**src/rtl/sm4_sbox.sv**
```systemverilog
// -----------------------------------------------------------------------------
// sm4_sbox
// Registered SM4 (GB/T 32907) byte substitution box with a start/finish
// handshake. One byte per clock throughput, one clock latency.
//
// Optional feature macro: SM4_SBOX_MASK_EN
//   When defined, an extra mask input m[7:0] follows x. The input x is then
//   treated as a masked byte (v ^ m). The result is re-masked with the same
//   mask: s_out1 = SBOX[x ^ m] ^ m.
// -----------------------------------------------------------------------------
module sm4_sbox (
    input  logic       clk,
    input  logic       rst_n,
    input  logic       start,
    input  logic [7:0] x,
`ifdef SM4_SBOX_MASK_EN
    input  logic [7:0] m,
`endif
    output logic       finish,
    output logic [7:0] s_out1
);

    // Standard SM4 substitution table, row = x[7:4], column = x[3:0].
    localparam logic [7:0] SBOX_ROM [0:255] = '{
        8'hD6, 8'h90, 8'hE9, 8'hFE, 8'hCC, 8'hE1, 8'h3D, 8'hB7, 8'h16, 8'hB6, 8'h14, 8'hC2, 8'h28, 8'hFB, 8'h2C, 8'h05,
        8'h2B, 8'h67, 8'h9A, 8'h76, 8'h2A, 8'hBE, 8'h04, 8'hC3, 8'hAA, 8'h44, 8'h13, 8'h26, 8'h49, 8'h86, 8'h06, 8'h99,
        8'h9C, 8'h42, 8'h50, 8'hF4, 8'h91, 8'hEF, 8'h98, 8'h7A, 8'h33, 8'h54, 8'h0B, 8'h43, 8'hED, 8'hCF, 8'hAC, 8'h62,
        8'hE4, 8'hB3, 8'h1C, 8'hA9, 8'hC9, 8'h08, 8'hE8, 8'h95, 8'h80, 8'hDF, 8'h94, 8'hFA, 8'h75, 8'h8F, 8'h3F, 8'hA6,
        8'h47, 8'h07, 8'hA7, 8'hFC, 8'hF3, 8'h73, 8'h17, 8'hBA, 8'h83, 8'h59, 8'h3C, 8'h19, 8'hE6, 8'h85, 8'h4F, 8'hA8,
        8'h68, 8'h6B, 8'h81, 8'hB2, 8'h71, 8'h64, 8'hDA, 8'h8B, 8'hF8, 8'hEB, 8'h0F, 8'h4B, 8'h70, 8'h56, 8'h9D, 8'h35,
        8'h1E, 8'h24, 8'h0E, 8'h5E, 8'h63, 8'h58, 8'hD1, 8'hA2, 8'h25, 8'h22, 8'h7C, 8'h3B, 8'h01, 8'h21, 8'h78, 8'h87,
        8'hD4, 8'h00, 8'h46, 8'h57, 8'h9F, 8'hD3, 8'h27, 8'h52, 8'h4C, 8'h36, 8'h02, 8'hE7, 8'hA0, 8'hC4, 8'hC8, 8'h9E,
        8'hEA, 8'hBF, 8'h8A, 8'hD2, 8'h40, 8'hC7, 8'h38, 8'hB5, 8'hA3, 8'hF7, 8'hF2, 8'hCE, 8'hF9, 8'h61, 8'h15, 8'hA1,
        8'hE0, 8'hAE, 8'h5D, 8'hA4, 8'h9B, 8'h34, 8'h1A, 8'h55, 8'hAD, 8'h93, 8'h32, 8'h30, 8'hF5, 8'h8C, 8'hB1, 8'hE3,
        8'h1D, 8'hF6, 8'hE2, 8'h2E, 8'h82, 8'h66, 8'hCA, 8'h60, 8'hC0, 8'h29, 8'h23, 8'hAB, 8'h0D, 8'h53, 8'h4E, 8'h6F,
        8'hD5, 8'hDB, 8'h37, 8'h45, 8'hDE, 8'hFD, 8'h8E, 8'h2F, 8'h03, 8'hFF, 8'h6A, 8'h72, 8'h6D, 8'h6C, 8'h5B, 8'h51,
        8'h8D, 8'h1B, 8'hAF, 8'h92, 8'hBB, 8'hDD, 8'hBC, 8'h7F, 8'h11, 8'hD9, 8'h5C, 8'h41, 8'h1F, 8'h10, 8'h5A, 8'hD8,
        8'h0A, 8'hC1, 8'h31, 8'h88, 8'hA5, 8'hCD, 8'h7B, 8'hBD, 8'h2D, 8'h74, 8'hD0, 8'h12, 8'hB8, 8'hE5, 8'hB4, 8'hB0,
        8'h89, 8'h69, 8'h97, 8'h4A, 8'h0C, 8'h96, 8'h77, 8'h7E, 8'h65, 8'hB9, 8'hF1, 8'h09, 8'hC5, 8'h6E, 8'hC6, 8'h84,
        8'h18, 8'hF0, 8'h7D, 8'hEC, 8'h3A, 8'hDC, 8'h4D, 8'h20, 8'h79, 8'hEE, 8'h5F, 8'h3E, 8'hD7, 8'hCB, 8'h39, 8'h48
    };

    // ROM lookup of one byte.
    function automatic logic [7:0] sbox_lookup(input logic [7:0] idx);
        return SBOX_ROM[idx];
    endfunction

    logic       finish_q;
    logic       finish_d;
    logic [7:0] sout_q;
    logic [7:0] sout_d;
    logic [7:0] sub_s;

`ifdef SM4_SBOX_MASK_EN
    // Unmask, substitute, then re-apply the same mask to the result.
    always_comb begin
        sub_s = sbox_lookup(x ^ m) ^ m;
    end
`else
    // Plain substitution of the input byte.
    always_comb begin
        sub_s = sbox_lookup(x);
    end
`endif

    // Next-state: a start strobe loads a new result; otherwise the data holds.
    always_comb begin
        finish_d = 1'b0;
        sout_d   = sout_q;
        if (start == 1'b1) begin
            finish_d = 1'b1;
            sout_d   = sub_s;
        end else begin
            finish_d = 1'b0;
            sout_d   = sout_q;
        end
    end

    // Output registers with synchronous active-low reset taking priority over start.
    always_ff @(posedge clk) begin
        if (!rst_n) begin
            finish_q <= 1'b0;
            sout_q   <= 8'h00;
        end else begin
            finish_q <= finish_d;
            sout_q   <= sout_d;
        end
    end

    assign finish = finish_q;
    assign s_out1 = sout_q;

endmodule

```
**config.mk**
```make
export PLATFORM = sky130hd
export DESIGN_NAME = sm4_sbox
export DESIGN_NICKNAME = d
export VERILOG_FILES = /design/src/rtl/sm4_sbox.sv
export SDC_FILE = /design/constraint.sdc
export NUM_CORES = 1
export LEC_CHECK = 0
export BUFFER_PORTS_ARGS = -buffer_cell sky130_fd_sc_hd__buf_2
export CAP_MARGIN = 40
export CORE_UTILIZATION = 25
export DETAILED_ROUTE_END_ITERATION = 8
export GPL_TIMING_DRIVEN = 0
export SLEW_MARGIN = 20
export SYNTH_ARGS = -nofsm -noshare
export SYNTH_HDL_FRONTEND = slang
export SYNTH_SLANG_ARGS = --single-unit
```
**constraint.sdc**
```tcl
create_clock -name clk -period 7.5 [get_ports clk]
set_clock_uncertainty 0.2 [all_clocks]
set_input_delay 0.375 -clock clk [delete_from_list [all_inputs] [get_ports clk]]
set_output_delay 0.375 -clock clk [all_outputs]
set_load 0.01 [all_outputs]
```
== Word level (Yosys, flattened, before mapping) ==
Memory sizes are Yosys's and may differ from the RTL's. A register that Yosys moved wholly into a read port is not among the register bits.
Index checks and enable logic that the tools add are counted.

* Register bits: 1
* Bits in read-only memories: 2048
* Input bits: 11
* Output and inout bits: 9
* Logic and storage cells: 5
* Memories: 1

* Multiplexer cells: 1
* Bitwise gates (word level): 1
* Reductions and logical operators: 1

{| class="wikitable"
|+ Memory list
! name !! words !! bits a word !! read ports !! clocked after memory_dff !! wr ports !! RTL line !! text
|-
| (no name shown) || 256 || 8 || 1 || 1 || 0 || 45 || <nowiki>return SBOX_ROM[idx];</nowiki>
|}

{| class="wikitable"
|+ Operator list
! kind !! count
|-
| inverter 8 -> 9 bit || 1
|-
| zero test 1 bit || 1
|-
| two-way mux 1 bit || 1
|}

== Longest topological paths before layout ==
Gate-level depths: netlist (run 1).

* Depth in word-level cells: 1
* Mapped depth: 11
* Depth with buffers taken out: 8

== Least setup slack after synthesis (run 1) ==
OpenSTA, ideal clock, no wires.

* Path type: input to register
* Start point: in x[0]
* End point: reg sout_q[2], in the netlist s_out1[2]
* Setup time: 0.120 ns
* Arrival time: 2.516 ns
* Data required time: 7.180 ns
* Setup slack: 4.664 ns
* Stages on the path: 10
* Path buffers: 3
* Cell sequence: buf_2 > buf_2 > inv_1 > ha_1 > clkbuf_1 > or2_1 > and3_1 > o311ai_0 > a31oi_1 > a211o_1

* Cells in the longest elaborated chain, start to end: 1

{| class="wikitable"
|+ RTL lines
! item !! RTL line !! text
|-
| start: declaration || 15 || <nowiki>input logic [7:0] x,</nowiki>
|-
| inverter 8 -> 9 bit (implied by the code) || 45 ||
|-
| end: declaration || 50 || <nowiki>logic [7:0] sout_q;</nowiki>
|}

Every way passes these cells.
A chain may end at the register's enable or synchronous reset.

== Worst setup path in the final report (run 1) ==
Same ends and word-level chain as after synthesis.

==> results of run 1 <==
## where the power goes
part | switching (mW) | internal (mW)
Clock | 0.0242 | 0.0711
Sequential | 0.00232 | 0.0524
Combinational | 0.217 | 0.0900
Total | 0.244 | 0.214
## worst max-delay path by stage
stage | startpoint | endpoint
floorplan | x[0] | s_out1[2]$_SDFFE_PN0P_
global placement | x[0] | s_out1[2]$_SDFFE_PN0P_
detailed placement | x[0] | s_out1[2]$_SDFFE_PN0P_
CTS | x[0] | s_out1[2]$_SDFFE_PN0P_
global route | x[1] | s_out1[1]$_SDFFE_PN0P_
finish | x[0] | s_out1[2]$_SDFFE_PN0P_
## worst max-delay path, cell delays in order
cell and delay (ps):
buf_2 140, buf_2 190, buf_2 230, inv_1 390, ha_1 360, clkbuf_1 720
or2_0 260, nand2_1 110, mux4_2 480, nand2_1 110, o311ai_0 360, a211o_1 390
## per-stage QoR
| step | util, % | std cells | hold slack [ps] | area, sq um | setup WS [ps] |
|---|---|---|---|---|---|
| after floorplan | - | 554 | 301.1 | 3627 | 4664 |
| after global placement | 28.01 | 750 | 270.9 | 3933 | 3269 |
| after detailed placement | 28.14 | 752 | 275.5 | 3951 | 3368 |
| after CTS | 28.70 | 756 | 281.3 | 4030 | 3607 |
| after global routing | 28.70 | 756 | 299.6 | 4030 | 3376 |
| final | 28.70 | 756 | 281.6 | 4030 | 3306 |
## state kept, by name, indices dropped and copies added (netlist names)
name    flops
s_out1      8
finish      1
## cell usage in the layout (no fill, tap or decap), types with 4 or more instances in the layout
cell        n
a31oi_1    16
clkbuf_1   28
ha_1       13
or2_2       6
nand3b_1    4
dfxtp_1     9
nand2b_1   25
nor4_1      5
inv_1      12
nor2_1     34
mux4_2      8
o211ai_1   13
and2_1      6
nand3_1    25
buf_2      45
nor3_1     26
o21ai_0    39
buf_1       7
and3_1      6
a2111oi_0   5
a21o_1      9
o311ai_0   14
a311oi_1   11
nand2_1    41
o311a_1     4
a211oi_1   15
buf_4       4
a311o_1     7
nor2b_1    15
o31ai_1     7
a221oi_1    5
a21oi_1    47
## logic make-up after synthesis
family,share of synthesized area [%]
compound gates,43.77
simple gates,29.63
buf+inv,10.56
fa+ha+maj,4.484
mux,6.105
flops,4.967
xor+xnor,0.4830
## final cells by class
cell class	count	area, sq um	share of cell area (%)
Multi-Input combinational cell	463	3064	76.03
Buffer	70	337.8	8.382
Tap cell	180	225.2	5.588
Sequential cell	9	180.2	4.471
Timing Repair Buffer	18	98.84	2.453
Clock buffer	4	78.83	1.956
Inverter	12	45.04	1.118
## metal layers
| layer | GRT usage (%) | routed length, um | vias to the layer above |
|---|---|---|---|
| met5 | 0 | 13 | - |
| met4 | 20.20 | 1943 | 2 |
| met3 | 11.90 | 3893 | 143 |
| met2 | 51.30 | 10700 | 596 |
| met1 | 47.60 | 10110 | 2570 |
| li1 | - | - | 2176 |
==> results.toml, run 1 <==
[status]
status = "complete, no violations"

[clocking]
htreeDepth = 1
clk_root_buffer_cell = "clkbuf_16"
cts_tree = "yes"
clkTransAtPathRegs_ps = 40
clock_sinks = 9
cts_resized = 0
cts_hold_buf = 0
clock_tree.buffer_depth = 2
numCtsBuffers = 3
clock_latency_ps = 230
cts_setup_buffers = 0

[sta]
fin_tns_setup_ps = 0
fmax_ghz = 0.2384
setup_viol = 0
fin_crit_ps = 4194
min_period_over_period_pct = 55.92
worst_pin_slew_ps = 1045
max_slew_margin_pct = 29.46
rsz0062_at_grt = "false"
drv_slew = 0
hold_viol_final = 0

[placed_design]
hpwlAfterDp_mm = 19.20
routabilityCongestion = 1.042
io_buffers = 16

[min_path]
hold_depth = 2
min_to = "s_out1[7]$_SDFFE_PN0P_"
hold_class = "reg -> reg"
min-delay-start = "s_out1[7]$_SDFFE_PN0P_"

[yosys]
synth_fp_nets = 578
synth-seq-cells = 9
async_flop_share_pct = 0
yosys-top-cells-count = "a21oi_1, nand2_1, o21ai_0"
netlist.area_leader.share_pct = 6.485
syn_inst = 554
yosysMostFrequentCell = "a21oi_1"
yosysWarningCount = 0
netlist_area_sq_um = 3627
avgSynthCellArea_sq_um = 6.547
yosysTopAreaCell = "a21oi_1"
ys_types = 69
netlist_top_cells_area = "a21oi_1, o21ai_0, dfxtp_1"
synth-edff-count = 0
synth-main-ff-cell = "dfxtp_1"
ys_seq_area_share_pct = 4.967

[route]
via_per_inst = 7.258
routedWlPerCell_um = 35.27
first_pass_iters = 6
drtIter0Drc = 1267
drc = 0
num_vias = 5487
wirelength_mm = 26.67
ant_nets = 0

[finish]
fillers = 1616
final_nets = 601
area.growth.synth_to_final_pct = 11.11
layout-drive-gt1-share_pct = 14.06
diodes = 0

[worst_setup_path]
crit_path_max_fanout = 10
worstRegToRegCells = 4
worstSetupEndpointType = "flip-flop"
cp_data_required_time_ps = 7420
startpoint_type = "input port"
worstSetupPathType = "in -> reg"
r2r-end = "s_out1[6]$_SDFFE_PN0P_"
r2r_start = "s_out1[6]$_SDFFE_PN0P_"
r2r_setup_slack_ps = 6300
worst_ep_arrival_time_ps = 4120

[die]
dieHeight_um = 122.5
rows = 43
ios = 20
die_x_um = 122.5
die_area_sq_um = 14990
core_area_sq_um = 14040
start_util_pct = 25.83

[global_route]
grt_pass1_vias = 5122
grt_antenna_before_repair = 1
grt_pass1_wl_mm = 38.21
grt_overflow = 0
grtUsageTotal_pct = 36.18
grt_max_degree = 14

[pwr]
peakVddDrop_uv = 73.04
powerDensity_nw_per_um2 = 113.4
leakage_nw = 1.465
finalPower_mw = 0.4571

[job]
maxCapViolCount = 0
(Power assumes the default switching activity.)
==> run 2, diff against run 1 <==
--- a/config.mk
+++ b/config.mk
@@ -5,6 +5,7 @@
 export SDC_FILE = /design/constraint.sdc
 export NUM_CORES = 1
 export LEC_CHECK = 0
+export ABC_AREA = 1
 export BUFFER_PORTS_ARGS = -buffer_cell sky130_fd_sc_hd__buf_2
 export CAP_MARGIN = 40
 export CORE_UTILIZATION = 25
==> constraint.sdc (replaced) <==
create_clock -name clk -period 4 [get_ports clk]
set_clock_uncertainty 0.2 [all_clocks]
set_input_delay 0.2 -clock clk [delete_from_list [all_inputs] [get_ports clk]]
set_output_delay 0.2 -clock clk [all_outputs]
set_load 0.01 [all_outputs]
==> run 2 against run 1 <==
Power rose by 77%; die area fell by 8.7%; first-iteration DRC count fell by 25%; routed wire length fell by 14%; synthesized area fell by 8.9%; non-clock buffer count fell by 23; clock-buffer cell count did not move; critical path type unchanged; global-route usage fell by 1.7 points; combinational power rose by 74%.
==> results.toml, run 2 <==
[clocking]
cts_setup_buffers = 0
htreeDepth = 1
cts_resized = 0
clock_tree.buffer_depth = 2
clock_sinks = 9
cts_tree = "yes"
numCtsBuffers = 3
clkTransAtPathRegs_ps = 40
clk_root_buffer_cell = "clkbuf_16"
clock_latency_ps = 230

[sta]
hold_slack_ps = 246.5
fin_tns_setup_ps = 0
worst_pin_slew_ps = 870.6
hold_viol_final = 0
setup_viol = 0
max_slew_margin_pct = 41.96
drv_slew = 0
fmax_ghz = 0.3721
min_period_over_period_pct = 67.20
rsz0062_at_grt = "false"
fin_crit_ps = 2688

[route]
via_per_inst = 6.180
drc = 0
drtIter0Drc = 946
ant_nets = 0
routedWlPerCell_um = 26.14
num_vias = 5432
wirelength_mm = 22.97
first_pass_iters = 6

[worst_setup_path]
r2r-end = "s_out1[7]$_SDFFE_PN0P_"
setup.worst_path.start = "x[1]"
cp_data_required_time_ps = 3930
worst_ep_arrival_time_ps = 2620
worstRegToRegCells = 2
crit_path_max_fanout = 12
worstSetupEndpointType = "flip-flop"
r2r_start = "s_out1[7]$_SDFFE_PN0P_"
slowest_delay_ps = 400
crit_chain = "buf_2 > inv_1 > ha_1 > nand2_1 > nand3_1 > nand2_1 > nand3_1 > nand2_1 > nor2_1 > nor2_1 > nand2_1 > nand3_1 > nand2_1 > inv_1"
crit_end = "s_out1[3]$_SDFFE_PN0P_"
crit_top_cell = "nand2_1"
r2r_setup_slack_ps = 3130
worstSetupPathType = "in -> reg"
startpoint_type = "input port"
cpMaxStageDelayCell = "nand3_1"

[yosys]
synth-edff-count = 0
ys_seq_area_share_pct = 5.450
synth-main-ff-cell = "dfxtp_1"
async_flop_share_pct = 0
netlist.area_leader.share_pct = 36.03
yosys-top-cells-count = "nand3_1, nand2_1, nor2_1"
ys_types = 27
synth-seq-cells = 9
avgSynthCellArea_sq_um = 4.812
synth_fp_nets = 711
netlist_area_sq_um = 3306
yosysTopAreaCell = "nand3_1"
netlist_top_cells_area = "nand3_1, nand2_1, nor2_1"
syn_inst = 687
yosysMostFrequentCell = "nand3_1"
yosysWarningCount = 0

[die]
core_area_sq_um = 12770
ios = 20
rows = 41
die_area_sq_um = 13690
dieHeight_um = 117.0
start_util_pct = 25.88
die_x_um = 117.0

[finish]
multi_input_area_sq_um = 2725
seq_area_sq_um = 180.2
most-common-layout-cells = "nand3_1, nand2_1, nor2_1, buf_2, inv_1"
layout_commonest_cell = "nand3_1"
largest_reg_flops = 8
layout-drive-gt1-share_pct = 9.348
fillers = 1549
stdcell_count = 879
final_nets = 731
area.growth.synth_to_final_pct = 11.39

[global_route]
grt_pass1_vias = 4983
grtUsageTotal_pct = 34.52
grt_antenna_before_repair = 1
grt_max_degree = 13
grt_pass1_wl_mm = 33.31
grt_overflow = 0

[placed_design]
io_buffers = 14
routabilityCongestion = 1.012
hpwlAfterDp_mm = 16.65
place_inst = 873

[pwr]
peakVddDrop_uv = 154.9
powerDensity_nw_per_um2 = 220.1
leakage_nw = 1.955

[status]
status = "complete, no violations"

[min_path]
hold_class = "in -> reg"
min-delay-start = "start"

[job]
maxCapViolCount = 0
[run 2: cell count changes after synthesis, sizes merged, moves of 15 or more]
cell,delta
nor2,+29
a211oi,-16
a21oi,-31
nand2b,-25
nand3,+213
inv,+25
nor2b,-15
nand2,+195
o21ai,-32
clkbuf,-16
nor3,-26
[run 2: metal layers]
layer,GRT usage [%],part of all wire [%],vias to the layer above
met3,7.878,14,113
met4,22.03,7.2,0
met5,0,0,-
li1,-,-,2311
met2,49.94,41,517
met1,45.93,38,2491
[run 2: area by class of cell]
type                            instances  area share (%)
Multi-Input combinational cell        590           74.01
Inverter                               38           3.942
Sequential cell                         9           4.893
Timing Repair Buffer                   15           2.175
Clock buffer                            4           2.141
Buffer                                 50           6.932
Tap cell                              172           5.844
Antenna cell                            1         0.06796
[run 2: worst min-delay path by stage]
stage	end	slack [ps]	cells past startpoint
floorplan	finish$_SDFF_PN0_	100	2
CTS	s_out1[6]$_SDFFE_PN0P_	250	5
global route	s_out1[1]$_SDFFE_PN0P_	290	5
detailed placement	finish$_SDFF_PN0_	220	3
finish	s_out1[1]$_SDFFE_PN0P_	250	5
global placement	finish$_SDFF_PN0_	210	3
[run 2: critical path: cells and delay by family]
family                   cells  cell delay [ps]
adder cells (fa/ha/maj)      1              350
AND/OR/NAND/NOR             10             1470
buffers and inverters        3              580
[run 2: power by group]
part | internal (mW) | switching (mW) | total, mW | leakage [nW]
combinational | 0.140 | 0.392 | 0.533 | 1.84
sequential | 0.0975 | 0.00323 | 0.101 | 0.0748
clock | 0.133 | 0.0441 | 0.177 | 0.0382
[run 2: cell families after synthesis]
logic type,share of synthesized area [%]
DFF,5.450
buffers and inverters,12.11
and+or+nand+nor,72.48
adders and majority gates,4.921
AOI/OAI and AO/OA,5.034
[run 2: through the flow]
step / worst slack [ps] / total power, mW / util (%) / cell area, sq um
after floorplan: 2106 / 0.4181 / - / 3306
after global placement: 1105 / 0.6180 / 28.11 / 3591
after detailed placement: 1187 / 0.5997 / 28.11 / 3591
after CTS: 1424 / 0.7790 / 28.81 / 3680
after global routing: 1245 / 0.8403 / 28.81 / 3680
final: 1312 / 0.8106 / 28.83 / 3682
[run 2: repair_timing]
item | CTS | global route
endpoints found under the setup margin | 0 | 0
hold buffers | 1 | 0
hold endpoints to repair | 1 | 0
